<file path="config.mk">
export PLATFORM = sky130hd
export DESIGN_NAME = uart_tx_sequencer
export DESIGN_NICKNAME = d
export VERILOG_FILES = /design/src/rtl/uart_tx_sequencer.sv
export SDC_FILE = /design/constraint.sdc
export NUM_CORES = 1
export LEC_CHECK = 0
export CAP_MARGIN = 10
export CORE_ASPECT_RATIO = 1.4
export CORE_MARGIN = 3
export CORE_UTILIZATION = 30
export CTS_CLUSTER_DIAMETER = 30
export DETAILED_ROUTE_END_ITERATION = 16
export HOLD_SLACK_MARGIN = 0.05
export MAX_ROUTING_LAYER = met4
export SYNTH_ARGS = -nofsm -noshare
export SYNTH_HDL_FRONTEND = slang
export SYNTH_SLANG_ARGS = --single-unit
</file>
<file path="constraint.sdc">
create_clock -name clock -period 4.29 [get_ports clock]
set_clock_uncertainty 0.05 [all_clocks]
set_input_delay 0.6435 -clock clock [delete_from_list [all_inputs] [get_ports clock]]
set_output_delay 0.6435 -clock clock [all_outputs]
set_load 0.01 [all_outputs]
</file>
<file path="src/rtl/uart_tx_sequencer.sv">
// uart_tx_sequencer: round-robin arbiter that serialises requester words into UART byte transfers
// Ports: clock, reset (sync, active-high); req_valid/req_data/req_ready requester handshake;
//   tx_start/sdata one-cycle byte pulse to the transmitter, tx_busy its busy flag;
//   grant_id requester whose word is in flight; seq_idle high while waiting for a request.
module uart_tx_sequencer #(
  parameter int NUM_REQ = 2,
  parameter int WORD_BYTES = 4,
  localparam int W = 8 * WORD_BYTES,
  localparam int GW = (NUM_REQ > 1) ? $clog2(NUM_REQ) : 1,
  localparam int BW = (WORD_BYTES > 1) ? $clog2(WORD_BYTES) : 1
) (
  input  logic                 clock,
  input  logic                 reset,
  input  logic [NUM_REQ-1:0]   req_valid,
  input  logic [NUM_REQ*W-1:0] req_data,
  output logic [NUM_REQ-1:0]   req_ready,
  output logic                 tx_start,
  output logic [7:0]           sdata,
  input  logic                 tx_busy,
  output logic [GW-1:0]        grant_id,
  output logic                 seq_idle
);
  typedef enum logic [1:0] {IDLE, START, WAIT_HI, WAIT_LO} state_t;
  state_t state_q, state_d;
  logic [W-1:0] word_q, word_d;
  logic [GW-1:0] grant_q, grant_d, rr_q, rr_d, winner;
  logic [BW-1:0] byte_idx_q, byte_idx_d;
  logic tx_start_q, tx_start_d, found;
  logic [7:0] sdata_q, sdata_d;
  always_comb begin
    found = 1'b0;
    winner = '0;
    // descending scan so the valid requester closest after rr wins
    for (int k = NUM_REQ - 1; k >= 0; k--)
      if (req_valid[GW'((int'(rr_q) + k) % NUM_REQ)]) begin
        found = 1'b1;
        winner = GW'((int'(rr_q) + k) % NUM_REQ);
      end
  end
  always_comb begin
    state_d = state_q;
    word_d = word_q;
    grant_d = grant_q;
    rr_d = rr_q;
    byte_idx_d = byte_idx_q;
    req_ready = '0;
    case (state_q)
      IDLE: if (found && !tx_busy) begin
        req_ready[winner] = 1'b1;
        word_d = req_data[int'(winner)*W +: W];
        grant_d = winner;
        rr_d = GW'((int'(winner) + 1) % NUM_REQ);
        byte_idx_d = '0;
        state_d = START;
      end
      START: state_d = WAIT_HI;
      WAIT_HI: state_d = tx_busy ? WAIT_LO : WAIT_HI;
      WAIT_LO: if (!tx_busy) begin
        state_d = (byte_idx_q == BW'(WORD_BYTES - 1)) ? IDLE : START;
        byte_idx_d = (byte_idx_q == BW'(WORD_BYTES - 1)) ? byte_idx_q : byte_idx_q + BW'(1);
      end
      default: state_d = IDLE;
    endcase
    // pulse and byte are registered so they line up with the START state
    tx_start_d = (state_d == START);
    sdata_d = tx_start_d ? word_d[8*byte_idx_d +: 8] : sdata_q;
  end
  always_ff @(posedge clock) begin
    if (reset) begin
      state_q <= IDLE;
      word_q <= '0;
      grant_q <= '0;
      rr_q <= '0;
      byte_idx_q <= '0;
      tx_start_q <= 1'b0;
      sdata_q <= 8'h00;
    end else begin
      state_q <= state_d;
      word_q <= word_d;
      grant_q <= grant_d;
      rr_q <= rr_d;
      byte_idx_q <= byte_idx_d;
      tx_start_q <= tx_start_d;
      sdata_q <= sdata_d;
    end
  end
  assign tx_start = tx_start_q;
  assign sdata = sdata_q;
  assign grant_id = grant_q;
  assign seq_idle = (state_q == IDLE);
endmodule

</file>
# Word level (Yosys, flattened, before mapping)
# Index checks and enable logic that the tools add are counted.
# Widths: inputs -> output; s select.
[totals] regBits=47 input_bits=69 output_inout_bits=13 wordCells=49
[op_classes] add_sub_neg=3 magnitude_cmp=4 n_eq_ne=5 shift=2 muxes=23 reduce_logical=5
[op_table] operator="$mux 32" count=2
[op_table] operator="$shiftx 64x7->32" count=1
[op_table] operator="$shiftx 32x6->8" count=1
[op_table] operator="$mux 2" count=7
[op_table] operator="$mux 1" count=11
[op_table] operator="$pmux 2 s4" count=1
[op_table] operator="$eq 2x2->1 const B" count=3
[op_table] operator="$lt 1x3->1 const B" count=2
[op_table] operator="$eq 2x1->1 const B" count=2
[op_table] operator="$pmux 2 s2" count=1
[op_table] operator="$add 1x1->1 const B" count=2
[op_table] operator="$add 2x1->2 const B" count=1
[op_table] operator="$logic_and 1x1->1" count=2
[op_table] operator="$logic_not 2->1" count=1
[op_table] operator="$lt 1x2->1 const B" count=1
[op_table] operator="$reduce_and 2->1" count=1
[op_table] operator="$demux 1 s1" count=1
[op_table] operator="$ge 1x1->1 const B" count=1
[op_table] operator="$logic_not 1->1" count=1

# Logic depth before layout (Yosys ltp)
# Gate-level depths: netlist of the first run.
[depth] depth_word=12 depth_mapped=9 depth_no_buf=8

# Least setup slack after synthesis of the first run
# Ideal clock, no wire load.
[synth_path] path_kind="input to output" from="input port req_valid[0]" to="output port req_ready[0]" arrival_ns=1.720 required_time_ns=3.597 path_slack_ns=1.877 path_stages=5 path_buffers=2 cell_sequence="or2b_4 -> or2_2 -> clkbuf_1 -> clkbuf_1 -> nor2_1"
[synth_between] elab_chain_cells=10
[synth_lines] element="from (decl)" line_no="14" source="input logic [NUM_REQ-1:0] req_valid,"
[synth_lines] element="$mux 1 (not written as such) (2 in series)" line_no="35" source="if (req_valid[GW'((int'(rr_q) + k) % NUM_REQ)]) begin"
[synth_lines] element="$mux 1 (2 in series)" line_no="35"
[synth_lines] element="$lt 1x2->1 (not written as such) / $ge 1x1->1 (equally long branches)" line_no="49" source="req_ready[winner] = 1'b1;"
[synth_lines] element="$logic_and 1x1->1 (not written as such)" line_no="49"
[synth_lines] element="$mux 1 (not written as such)" line_no="49"
[synth_lines] element="$demux 1 s1" line_no="49"
[synth_lines] element="$mux 2 *" line_no="48" source="IDLE: if (found && !tx_busy) begin"
[synth_lines] element="$mux 2 *" line_no="47" source="case (state_q)"
[synth_lines] element="to (decl)" line_no="16" source="output logic [NUM_REQ-1:0] req_ready,"
# Every way passes the cells marked *; elsewhere a longest branch is shown, timed or not. The select of a mux whose other input is x is not followed.

# Worst setup path in the final report of the first run
# Same ends and word-level chain as after synthesis.

==> impl_metrics.py, run 1 <==
metrics = {
    "run_status": {
        "outcome": "finished, final reports clean",
    },
    "clock_network": {
        "cts_resized": 0,
        "post_cts_buffers": 0,
        "cts_buffer_depth": 2,
        "numCtsBuffers": 5,
        "clk_latency_ps": 290,
        "ctsHoldBuffers": 0,
        "clockRootBuffer": "clkbuf_16",
        "clk_pin_slew_worst_paths_ps": 70,
        "clock_sinks": 47,
        "htreeDepth": 2,
        "tritoncts": "done",
    },
    "power": {
        "p_clk_share_pct": 23.6,
        "p_sw_share_pct": 34.4,
        "switching_power_mw": 0.545,
        "ir_worst_vdd_v": 0.000228,
        "power_density_nw_per_um2": 430,
        "cellLeakagePower_nw": 1.39,
        "power_frac_comb_pct": 40.3,
        "seqPwrFrac_pct": 36.1,
        "p_int_mw": 1.04,
    },
    "sta": {
        "hold_viol": 0,
        "relSlewSlack_pct": 30.9,
        "fmax_ghz": 0.300,
        "tns_ps": 0,
        "whs_ps": 395,
        "fin_crit_ps": 3330,
        "setup_viol": 0,
        "min_period_over_period_pct": 77.7,
        "rsz0062_at_grt": "no",
        "tightest_slew_ps": 1030,
        "setup_slack_ps": 955,
        "slew_viol_final": 0,
    },
    "worst_setup_path": {
        "crit_type": "in2out",
        "start_kind": "primary input",
        "cp_max_fo": 16,
        "crit_arrival_ps": 2640,
        "cp.depth": 5,
        "slowest_stage": "clkdlybuf4s50_1",
        "worstSetupStartpoint": "req_valid[0]",
        "cp_num_buf_inv": 2,
        "r2r_start": "state_q[0]$_SDFF_PP0_",
        "critPathMostFrequentCell": "clkdlybuf4s50_1",
        "cpPeakStageDelay_ps": 560,
        "worst-r2r-cell-count": 8,
        "worstSetupEndpoint": "req_ready[0]",
        "required_ps": 3600,
        "rrSetupSlack_ps": 1450,
        "end_kind": "output pin",
        "rr_endpoint": "sdata[0]$_SDFFE_PP0N_",
        "path_cells": "clkdlybuf4s50_1 > or2b_4 > or2_2 > nor2_1 > clkdlybuf4s50_1",
        "path_delay_family": "buffers and inverters",
    },
    "worst_hold_path": {
        "hold_class": "reg2reg",
    },
    "yosys": {
        "synthTopCellsByArea": "dfxtp_1 (35%), mux2i_1 (9.7%), mux4_2 (8.4%)",
        "yosys_warnings": 0,
        "synth_top_area_cell": "dfxtp_1",
        "synth_area_um2": 2680,
        "synth_fp_nets": 365,
        "yosysSeqAreaShare_pct": 35.1,
        "ys.flop_type": "dfxtp_1",
        "synthCells": 293,
        "yosysUniqueCellTypes": 45,
        "syn_area_per_cell_um2": 9.14,
        "synth_edf_count": 0,
        "synth_top_area_share_pct": 35.1,
        "synthArstFlopShare_pct": 0,
        "ys_seq_elements": 47,
    },
    "floorplan": {
        "design.die.area_um2": 10100,
        "row_count": 40,
        "placeableCoreArea_um2": 8660,
        "fp.dieW_um": 85.8,
        "start_util_pct": 30.9,
        "die_h_um": 118,
        "io_pins": 82,
    },
    "flow_run": {
        "drv_cap": 0,
    },
    "global_routing": {
        "antenna_found_initial": 0,
        "gr-usage-all-layers_pct": 14.5,
        "grt_pass1_vias": 2347,
        "grt_max_degree": 72,
        "grt_overflow_total": 0,
        "grt_pass1_wl_um": 11400,
    },
    "finish": {
        "ff_latch_area_um2": 941,
        "final_cell_mix": "clkdlybuf4s50_1 (80), dfxtp_1 (47), nand2_1 (34)",
        "utilization_pct": 42.6,
        "final_nets": 435,
        "multiInputGateArea_um2": 1590,
        "final_common_cell": "clkdlybuf4s50_1",
        "syn_to_final_growth_pct": 37.6,
        "diodes": 0,
        "drive_gt1_share_pct": 13.2,
        "fillers": 848,
    },
    "route": {
        "first_iter_violations": 125,
        "via_per_inst": 5.01,
        "drtAntennaViolNets": 0,
        "avgRoutedWirePerCell_um": 14.9,
        "routed_wl_um": 7010,
        "vias": 2352,
        "dr.pass1.iters": 4,
        "drc": 0,
    },
    "place": {
        "post-dp-hpwl_um": 5060,
        "post-place-ws_ps": 962,
        "place.gp.congestion": 0.780,
        "port_buffers": 80,
    },
}
## layout make-up
cell class	count	area share, %
clock inverters	3	0.407
multi-input cells	213	43.2
clock buffers	5	3.40
inverters	14	1.43
well taps	105	3.57
repair buffers	82	22.5
flip-flops and latches	47	25.5
## worst reg2reg max path: stages (launching register included)
cell and delay (ps):
dfxtp_1 380, inv_1 80, ha_1 380, nor3b_1 300
o22ai_2 180, nand2_2 420, mux4_2 590, mux2_2 280
o21ai_1 100
## state kept, by name, indices dropped and copies added (netlist names)
signal,flops
state_q,2
grant_id,1
tx_start,1
byte_idx_q,2
word_q,32
sdata,8
rr_q,1
## cell usage after synthesis (3+ instances only)
| cell | number |
|---|---|
| nand2_1 | 34 |
| ha_1 | 3 |
| nor3_1 | 3 |
| nor2_1 | 32 |
| nand2_2 | 3 |
| mux2_2 | 17 |
| o21ai_0 | 4 |
| dfxtp_1 | 47 |
| mux2i_1 | 26 |
| a211oi_1 | 18 |
| buf_2 | 6 |
| nand3_1 | 5 |
| inv_1 | 14 |
| buf_1 | 3 |
| mux4_2 | 10 |
| o21ai_1 | 4 |
| clkbuf_1 | 6 |
| nor2b_1 | 3 |
| buf_4 | 3 |
| a21oi_1 | 21 |
## power groups by stage
stage	registers, mW	logic [mW]	clock network [mW]
after global routing	0.582	0.708	0.402
after detailed placement	0.581	0.643	0
final	0.571	0.639	0.374
after CTS	0.572	0.647	0.383
after global placement	0.577	0.630	0
after floorplan	0.577	0.412	0
## through the flow
step,total power [mW],instances,area [um^2]
after floorplan,0.989,293,2680
after global placement,1.21,461,3540
after detailed placement,1.22,461,3540
after CTS,1.60,469,3680
after global routing,1.69,469,3680
final,1.59,469,3680
## cell families (layout without fill, tap and decap cells)
kind of cell | after synthesis | in the layout | share of synthesized area [%]
DFF | 47 | 47 | 35.1
adders and majority gates | 3 | 3 | 1.40
and+or+nand+nor | 93 | 93 | 15.7
buffers and inverters | 33 | 104 | 5.61
muxes | 53 | 53 | 25.3
xor gates and xnor gates | 1 | 1 | 0.327
AOI/OAI and AO/OA | 63 | 63 | 16.5
## per-layer routing
layer	GRT usage, %	wire (um)	vias up
met5	-	0	-
met4	6.24	182	0
met3	1.75	219	12
met2	25.2	3690	45
met1	16.5	2910	1103
li1	-	-	1192
## worst min-delay path by stage
stage                          startpoint                    end  depth (start not counted)
finish              sdata[7]$_SDFFE_PP0N_  sdata[7]$_SDFFE_PP0N_                          2
global route        word_q[26]$_SDFF_PP0_  word_q[26]$_SDFF_PP0_                          2
detailed placement  sdata[0]$_SDFFE_PP0N_  sdata[0]$_SDFFE_PP0N_                          2
CTS                 sdata[0]$_SDFFE_PP0N_  sdata[0]$_SDFFE_PP0N_                          2
floorplan           word_q[17]$_SDFF_PP0_  word_q[17]$_SDFF_PP0_                          2
global placement    sdata[7]$_SDFFE_PP0N_  sdata[7]$_SDFFE_PP0N_                          2
No activity file was read; power rests on OpenSTA's default activity.
==> run 2, diff against run 1 <==
- clock period: 4.29 -> 3.4 ns (I/O delays scaled with it)
==> impl_metrics.py, run 2 (same netlist as run 1, synthesis figures left out) <==
metrics = {
    "flow_run": {
        "drv_cap": 0,
    },
    "worst_setup_path": {
        "cp_max_fo": 8,
        "required_ps": 2840,
        "r2r_start": "state_q[0]$_SDFF_PP0_",
        "start_kind": "primary input",
        "crit_type": "in2out",
        "rrSetupSlack_ps": 680,
        "rr_endpoint": "sdata[1]$_SDFFE_PP0N_",
        "worstSetupEndpoint": "req_ready[0]",
        "worstSetupStartpoint": "tx_busy",
        "worst-r2r-cell-count": 9,
        "end_kind": "output pin",
        "crit_arrival_ps": 2370,
    },
    "finish": {
        "regMostFlops": "word_q",
        "final_nets": 440,
        "diodes": 0,
        "drive_gt1_share_pct": 14.1,
        "largest_register_ffs": 32,
        "syn_to_final_growth_pct": 39.6,
        "final_common_cell": "clkdlybuf4s50_1",
        "final_cell_mix": "clkdlybuf4s50_1 (80), dfxtp_1 (47), nand2_1 (34)",
        "fin_cells": 473,
        "utilization_pct": 43.2,
        "final_area_um2": 3740,
    },
    "clock_network": {
        "tritoncts": "done",
        "htreeDepth": 2,
        "clockRootBuffer": "clkbuf_16",
        "numCtsBuffers": 5,
        "ctsHoldBuffers": 0,
        "post_cts_buffers": 0,
        "clk_pin_slew_worst_paths_ps": 60,
        "cts_buffer_depth": 2,
        "clk_latency_ps": 280,
        "clock_sinks": 47,
        "cts_resized": 0,
    },
    "floorplan": {
        "die_h_um": 118,
        "fp.dieW_um": 85.8,
        "placeableCoreArea_um2": 8660,
        "design.die.area_um2": 10100,
        "row_count": 40,
        "io_pins": 82,
        "start_util_pct": 30.9,
    },
    "route": {
        "drtAntennaViolNets": 0,
        "vias": 2369,
        "avgRoutedWirePerCell_um": 14.6,
        "dr.pass1.iters": 4,
        "drc": 0,
        "first_iter_violations": 136,
        "routed_wl_um": 6900,
        "via_per_inst": 5.01,
    },
    "global_routing": {
        "grt_pass1_wl_um": 11200,
        "gr-usage-all-layers_pct": 14.1,
        "grt_max_degree": 72,
        "grt_pass1_vias": 2298,
        "grt_overflow_total": 0,
        "antenna_found_initial": 0,
    },
    "sta": {
        "min_period_over_period_pct": 86.1,
        "tns_ps": 0,
        "slew_viol_final": 0,
        "setup_viol": 0,
        "tightest_slew_ps": 838,
        "setup_slack_ps": 473,
        "fin_crit_ps": 2930,
        "relSlewSlack_pct": 44.1,
        "rsz0062_at_grt": "no",
        "whs_ps": 397,
        "hold_viol": 0,
        "fmax_ghz": 0.342,
    },
    "power": {
        "power_density_nw_per_um2": 541,
        "ir_worst_vdd_v": 0.000217,
        "total_power_mw": 2.02,
        "cellLeakagePower_nw": 1.42,
    },
    "run_status": {
        "outcome": "finished, final reports clean",
    },
    "place": {
        "port_buffers": 80,
        "place.gp.congestion": 0.804,
        "post-place-ws_ps": 393,
        "place_area_um2": 3590,
        "post-dp-hpwl_um": 5170,
        "placed_cells": 466,
    },
    "worst_hold_path": {
        "hold_class": "reg2reg",
    },
}
## run 2: cell types whose count changed in the layout (fill, tap and decap cells not counted), sizes merged
cell    change
buf         +5
clkinv      -2
clkbuf      +1
## run 2: worst min-delay path by stage
| stage | slack (ps) | cells past startpoint | endpoint | from |
|---|---|---|---|---|
| finish | 400 | 2 | sdata[0]$_SDFFE_PP0N_ | sdata[0]$_SDFFE_PP0N_ |
| global route | 430 | 2 | word_q[9]$_SDFF_PP0_ | word_q[9]$_SDFF_PP0_ |
| CTS | 400 | 2 | sdata[0]$_SDFFE_PP0N_ | sdata[0]$_SDFFE_PP0N_ |
| detailed placement | 390 | 2 | sdata[0]$_SDFFE_PP0N_ | sdata[0]$_SDFFE_PP0N_ |
| global placement | 380 | 2 | sdata[0]$_SDFFE_PP0N_ | sdata[0]$_SDFFE_PP0N_ |
| floorplan | 380 | 2 | word_q[17]$_SDFF_PP0_ | word_q[17]$_SDFF_PP0_ |
## run 2: layer usage
metal,track usage (%),vias up,routed length [um]
met4,3.66,0,50
met5,-,-,0
met1,17.1,1122,2810
li1,-,1194,-
met3,1.89,2,347
met2,24.3,51,3690
## run 2: worst max-delay path: stages
cell and delay (ps):
clkdlybuf4s50_1 530, or2b_4 350, or2_2 300, nor2_1 110, clkdlybuf4s50_1 560
## run 2: power by group
| part | leakage, nW | internal (mW) | switching (mW) | total, mW |
|---|---|---|---|---|
| logic | 0.959 | 0.402 | 0.420 | 0.822 |
| clock network | 0.0727 | 0.287 | 0.192 | 0.479 |
| registers | 0.384 | 0.657 | 0.0659 | 0.723 |
## run 2: final cells by class
class                   instances  area [um^2]
flip-flops and latches         47          941
multi-input cells             213         1590
inverters                      14         52.6
well taps                     105          131
clock buffers                   6          139
clock inverters                 1         5.00
fillers                       859         4920
repair buffers                 87          878
